`src/rtl/enemy_render_ctrl.sv`:
```
// Per-enemy frame sequencer: erase old sprite box, request one enemy position update, draw new box.
// Latency: pixel outputs are registered and change together with the state, one pixel per cycle.
// Backpressure: none on the VGA side; the UPDATE state waits indefinitely for done_update_enemy.
module enemy_render_ctrl #(
    parameter int         SPRITE_W  = 4,
    parameter int         SPRITE_H  = 4,
    parameter logic [2:0] BG_COLOUR = 3'b000,
    parameter int         X_MAX     = 159,
    parameter int         Y_MAX     = 119
) (
    input  logic       clk,
    input  logic       reset,
    input  logic       start,
    input  logic       space_pressed,
    input  logic [7:0] enemy_x,
    input  logic [6:0] enemy_y,
    input  logic [2:0] enemy_colour,
    input  logic       done_update_enemy,
    output logic       update_enemy,
    output logic [7:0] vga_x,
    output logic [6:0] vga_y,
    output logic [2:0] vga_colour,
    output logic       vga_plot,
    output logic       busy,
    output logic       done_render
);

    localparam logic [2:0] S_IDLE   = 3'd0;
    localparam logic [2:0] S_ERASE  = 3'd1;
    localparam logic [2:0] S_UPDATE = 3'd2;
    localparam logic [2:0] S_DRAW   = 3'd3;
    localparam logic [2:0] S_DONE   = 3'd4;

    localparam logic [2:0] COL_LAST = 3'(SPRITE_W - 1);
    localparam logic [2:0] ROW_LAST = 3'(SPRITE_H - 1);

    logic [2:0] state_q, state_d;
    logic [2:0] col_q, col_d;
    logic [2:0] row_q, row_d;
    logic [7:0] drawn_x_q, drawn_x_d;
    logic [6:0] drawn_y_q, drawn_y_d;
    logic       have_drawn_q, have_drawn_d;

    logic       update_enemy_q, update_enemy_d;
    logic [7:0] vga_x_q, vga_x_d;
    logic [6:0] vga_y_q, vga_y_d;
    logic [2:0] vga_colour_q, vga_colour_d;
    logic       vga_plot_q, vga_plot_d;
    logic       done_render_q, done_render_d;

    logic       last_pix;
    logic       in_walk;
    logic [8:0] px;
    logic [7:0] py;

    // Next-state, raster counters and box position latch.
    always_comb begin
        state_d      = state_q;
        col_d        = col_q;
        row_d        = row_q;
        drawn_x_d    = drawn_x_q;
        drawn_y_d    = drawn_y_q;
        have_drawn_d = have_drawn_q;
        last_pix     = (col_q == COL_LAST) && (row_q == ROW_LAST);

        case (state_q)
            S_IDLE: begin
                if (start) begin
                    state_d = have_drawn_q ? S_ERASE : S_UPDATE;
                    col_d   = 3'd0;
                    row_d   = 3'd0;
                end
            end
            S_ERASE, S_DRAW: begin
                if (last_pix) begin
                    state_d = (state_q == S_ERASE) ? S_UPDATE : S_DONE;
                    col_d   = 3'd0;
                    row_d   = 3'd0;
                end else if (col_q == COL_LAST) begin
                    col_d = 3'd0;
                    row_d = row_q + 3'd1;
                end else begin
                    col_d = col_q + 3'd1;
                end
            end
            S_UPDATE: begin
                if (done_update_enemy) begin
                    drawn_x_d    = enemy_x;
                    drawn_y_d    = enemy_y;
                    have_drawn_d = 1'b1;
                    state_d      = S_DRAW;
                    col_d        = 3'd0;
                    row_d        = 3'd0;
                end
            end
            S_DONE:  state_d = S_IDLE;
            default: state_d = S_IDLE;
        endcase

        // Restart abandons the frame but keeps the box position so the next frame erases it fully.
        if (space_pressed) begin
            state_d      = S_IDLE;
            col_d        = 3'd0;
            row_d        = 3'd0;
            drawn_x_d    = drawn_x_q;
            drawn_y_d    = drawn_y_q;
            have_drawn_d = have_drawn_q;
        end
    end

    // Output values for the coming cycle, derived from the next state so they line up with it.
    always_comb begin
        in_walk        = (state_d == S_ERASE) || (state_d == S_DRAW);
        px             = {1'b0, drawn_x_d} + 9'(col_d);
        py             = {1'b0, drawn_y_d} + 8'(row_d);
        vga_plot_d     = in_walk && (px <= 9'(X_MAX)) && (py <= 8'(Y_MAX));
        vga_x_d        = in_walk ? px[7:0] : 8'd0;
        vga_y_d        = in_walk ? py[6:0] : 7'd0;
        vga_colour_d   = 3'd0;
        if (state_d == S_ERASE) begin
            vga_colour_d = BG_COLOUR;
        end else if (state_d == S_DRAW) begin
            vga_colour_d = enemy_colour;
        end
        update_enemy_d = (state_d == S_UPDATE);
        done_render_d  = (state_d == S_DONE);
    end

    // State and registered outputs.
    always_ff @(posedge clk or negedge reset) begin
        if (!reset) begin
            state_q        <= S_IDLE;
            col_q          <= 3'd0;
            row_q          <= 3'd0;
            drawn_x_q      <= 8'd0;
            drawn_y_q      <= 7'd0;
            have_drawn_q   <= 1'b0;
            update_enemy_q <= 1'b0;
            vga_x_q        <= 8'd0;
            vga_y_q        <= 7'd0;
            vga_colour_q   <= 3'd0;
            vga_plot_q     <= 1'b0;
            done_render_q  <= 1'b0;
        end else begin
            state_q        <= state_d;
            col_q          <= col_d;
            row_q          <= row_d;
            drawn_x_q      <= drawn_x_d;
            drawn_y_q      <= drawn_y_d;
            have_drawn_q   <= have_drawn_d;
            update_enemy_q <= update_enemy_d;
            vga_x_q        <= vga_x_d;
            vga_y_q        <= vga_y_d;
            vga_colour_q   <= vga_colour_d;
            vga_plot_q     <= vga_plot_d;
            done_render_q  <= done_render_d;
        end
    end

    assign update_enemy = update_enemy_q;
    assign vga_x        = vga_x_q;
    assign vga_y        = vga_y_q;
    assign vga_colour   = vga_colour_q;
    assign vga_plot     = vga_plot_q;
    assign done_render  = done_render_q;
    assign busy         = (state_q != S_IDLE);

endmodule

```
`config.mk`:
```
export PLATFORM = sky130hd
export DESIGN_NAME = enemy_render_ctrl
export DESIGN_NICKNAME = d
export VERILOG_FILES = /design/src/rtl/enemy_render_ctrl.sv
export SDC_FILE = /design/constraint.sdc
export NUM_CORES = 1
export LEC_CHECK = 0
export ABC_AREA = 1
export CAP_MARGIN = 0
export CORE_MARGIN = 2
export CORE_UTILIZATION = 47
export CTS_CLUSTER_SIZE = 16
export DETAILED_ROUTE_END_ITERATION = 8
export PLACE_DENSITY = 0.73
export SKIP_LAST_GASP = 1
export SYNTH_ARGS = -nofsm -noshare
export SYNTH_HDL_FRONTEND = slang
export SYNTH_SLANG_ARGS = --single-unit
```
`constraint.sdc`:
```
create_clock -name clk -period 7 [get_ports clk]
set_input_delay 1.05 -clock clk [delete_from_list [all_inputs] [get_ports clk]]
set_output_delay 1.05 -clock clk [all_outputs]
set_load 0.02 [all_outputs]
```
==> metrics <==
port bufs 44; initial DRC count 159; Die W 76.71 um; Synthesized Nets 328; Post-CTS Setup Inserts 0; Worst Setup End Kind register; Post-Route WL 5004 um; post-synthesis sequential area ratio 0.4632; Tightest Pin Transition 1.014 ns; fin area 3054 um2; Clock Pin Slew Worst Setup and Hold Paths 0.08 ns; num rows 26; required time worst endpoint 7.19 ns; I/O Pins 45; run status complete, no violations; Util after Layout 0.5980; RSZ-0062 raised after global routing false; Yosys cell types 31; Worst-Skew Late Latency 0.29 ns; Avg Inst Size Synth 8.452 um2; first-pass GRT wire length 8645 um; TritonCTS clock tree built; Starting Density 0.4865; RR Endpoint vga_plot$_DFF_PN0_; vias in the first global route 1867; share of post-route cells with drive strength above 1 0.1206; maximum clock rate 0.2573 GHz; Cell Area, Synth 2485 um2; critical path's top delay family simple AND/OR/NAND/NOR gates; pin count of the biggest net entering global routing 47; antenna violations before repair 0; CP Cell Sequence clkdlybuf4s50_1 -> nor2_4 -> nand3_4 -> mux2_2 -> ha_1 -> inv_1 -> fa_1 -> inv_1 -> nand2_1 -> nand2_1 -> nand3_4 -> nor2_4 -> nand2_1 -> nand2_1 -> nand2_1 -> a21oi_2 -> nor2_1; r2r startpoint state_q[1]$_DFF_PN0_; # clock sinks 46; top-area cell type share of the netlist area 0.4632; most used cell along the critical path nand2_1; CP peak stage delay 0.58 ns; synthesized flop and latch total 46; Antenna Violating Nets Remaining 0; Vias/cell 4.771; Routability Congestion 0.9190; final worst-path cycle share 0.5552; Pwr Total 0.5488 mW; CP max FO 24; slowest CP cell clkdlybuf4s50_1; crit path buf inv count 3; endpoints failing hold 0; Residual DRC 0; slew margin rel. 0.3238; Net Sw Frac 0.2450; full die area 5884 um2; 1st-pass router iterations 4; # setup viols final 0; synth top area cells dfrtp_1, nand2_1, inv_1; WS Path Type in -> reg; DP Wirelength 3705 um; post_cts resized 0; max-slew violation count 0; Core ar. 5107 um2; DR WL/cell 12.20 um; Post-synth EDFFs 0; hold_buf cts 0; yosys warns 0; Most used DFF post-synth dfrtp_1; Post-Synthesis Cells 294; sw power 0.1345 mW; Crit. Startpoint space_pressed; Die Ht 76.71 um; Async S/R FF share, synth 1.000; FF-to-FF path depth 21; internal power 0.4143 mW; clock skew 0.007287 ns; Flop pwr share 0.508; Critical Path AT 4.07 ns; worst hold path type reg -> reg; final setup TNS 0 ns; Lkg Pwr 1.539 nW; Max IR drop VDD 0.1160 mV; area post-placement 2948 um2; via count 1956; Levels on crit path 17; CP endpoint vga_plot$_DFF_PN0_; nets@finish 373; n_diodes 0; total track usage 0.1847; clock share of power 0.349; htree depth 2; CTS buffer count 5; PwrDens 179.7 nW/um2; grt ovf 0; internal reg-to-reg setup slack 3.90 ns; cell taking the most area after synthesis dfrtp_1; maximum root-to-sink buffer count 2; fin crit period 3.887 ns; max-cap viol count 0; crit start category primary input; root cell of the clock tree clkbuf_8; combinational fraction of design power 0.142; Area Overhead vs Synth 22.91%
==> power by group through the flow <==
| stage | combinational (mW) | clock, mW | sequential (mW) |
|---|---|---|---|
| floorplan | 0.0354 | 0 | 0.290 |
| global placement | 0.0778 | 0 | 0.284 |
| detailed placement | 0.0785 | 0 | 0.284 |
| CTS | 0.0790 | 0.198 | 0.279 |
| global route | 0.0869 | 0.208 | 0.280 |
| finish | 0.0781 | 0.192 | 0.279 |
==> worst register-to-register path, cell delays in order (launching register included) <==
cell	delay, ns
dfrtp_1	0.60
nand2_2	0.12
nor2_4	0.20
nand2_1	0.08
o211ai_1	0.22
inv_1	0.11
nand3_1	0.08
nand2_1	0.06
a21oi_1	0.19
ha_1	0.18
inv_1	0.06
fa_1	0.36
inv_1	0.08
nand2_1	0.07
nand2_1	0.10
nand3_2	0.12
nor2_1	0.11
nand2_1	0.07
nand2_1	0.07
nand2_1	0.05
nand2_1	0.05
nor2_1	0.03
==> stage by stage <==
step,setup slack (ns),hold slack [ns],instances
after floorplan,3.795,0.4483,294
after global placement,2.919,0.4822,402
after detailed placement,2.823,0.4857,402
after CTS,3.121,0.5053,410
after global routing,2.759,0.5251,410
final,3.113,0.5027,410
==> per-layer routing <==
| metal | global-route usage | wire length [um] | vias to the layer above |
|---|---|---|---|
| met4 | 0.04909 | 52 | 0 |
| met1 | 0.2624 | 2382 | 897 |
| met5 | 0 | 0 | - |
| met2 | 0.2868 | 2291 | 55 |
| li1 | - | - | 998 |
| met3 | 0.04118 | 278 | 6 |
==> sequential cells by signal (all words and copies together) (netlist names) <==
register      cells
drawn_x_q         8
update_enemy      1
vga_plot          1
vga_y             7
done_render       1
vga_colour        3
vga_x             8
drawn_y_q         7
have_drawn_q      1
state_q           3
col_q             3
row_q             3
==> placed cells by master, fill, tap and decap left out, types with 2 or more instances in the layout <==
master and n:
nand2_1 65, inv_1 52, dfrtp_1 46, clkdlybuf4s50_1 43
nor2_1 31, nand3_1 18, nand2_2 12, ha_1 9
a21oi_1 7, o21ai_0 7, nand4_1 6, clkbuf_8 5
nor2_4 4, mux2_2 4, o211ai_1 3, o21ai_2 3
inv_2 3, nor3_1 3, nand3_4 2, nand3_2 2
nand2_4 2, fa_1 2, clkbuf_1 2
==> logic make-up (layout without fill, tap and decap cells) <==
| family | Yosys count | after routing | synth area share |
|---|---|---|---|
| xor gates and xnor gates | 1 | 1 | 0.003525 |
| muxes | 4 | 4 | 0.01813 |
| adders and majority gates | 11 | 11 | 0.06143 |
| buffers and inverters | 61 | 107 | 0.1073 |
| and+or+nand+nor | 149 | 149 | 0.2925 |
| AOI/OAI and AO/OA | 22 | 22 | 0.05388 |
| DFF | 46 | 46 | 0.4632 |
==> how the worst min path moves through the flow <==
stage / endpoint / cells past startpoint / startpoint
after floorplan: have_drawn_q$_DFFE_PN0P_ / 2 / have_drawn_q$_DFFE_PN0P_
after global placement: drawn_x_q[2]$_DFF_PN0_ / 1 / drawn_x_q[2]$_DFF_PN0_
after detailed placement: drawn_y_q[2]$_DFF_PN0_ / 1 / drawn_y_q[2]$_DFF_PN0_
after CTS: drawn_y_q[2]$_DFF_PN0_ / 1 / drawn_y_q[2]$_DFF_PN0_
after global routing: drawn_y_q[2]$_DFF_PN0_ / 1 / drawn_y_q[2]$_DFF_PN0_
final: drawn_y_q[2]$_DFF_PN0_ / 1 / drawn_y_q[2]$_DFF_PN0_
==> Yosys cell counts (all sizes together) (4+ instances only) <==
master and number:
ha 9, nand3 22, nor2 36, inv 55, nand2 79, mux2 4
o21ai 10, dfrtp 46, nand4 6, a21oi 8, buf 6
==> layout make-up <==
| type | instances | area (um2) |
|---|---|---|
| Clock inverter | 1 | 30.03 |
| Sequential cell | 46 | 1151 |
| Inverter | 55 | 206.4 |
| Multi-Input combinational cell | 187 | 1067 |
| Clock buffer | 7 | 76.32 |
| Tap cell | 70 | 87.58 |
| Fill cell | 443 | 2053 |
| Timing Repair Buffer | 44 | 435.4 |
Note: power is estimated with default switching activity, not from simulation.
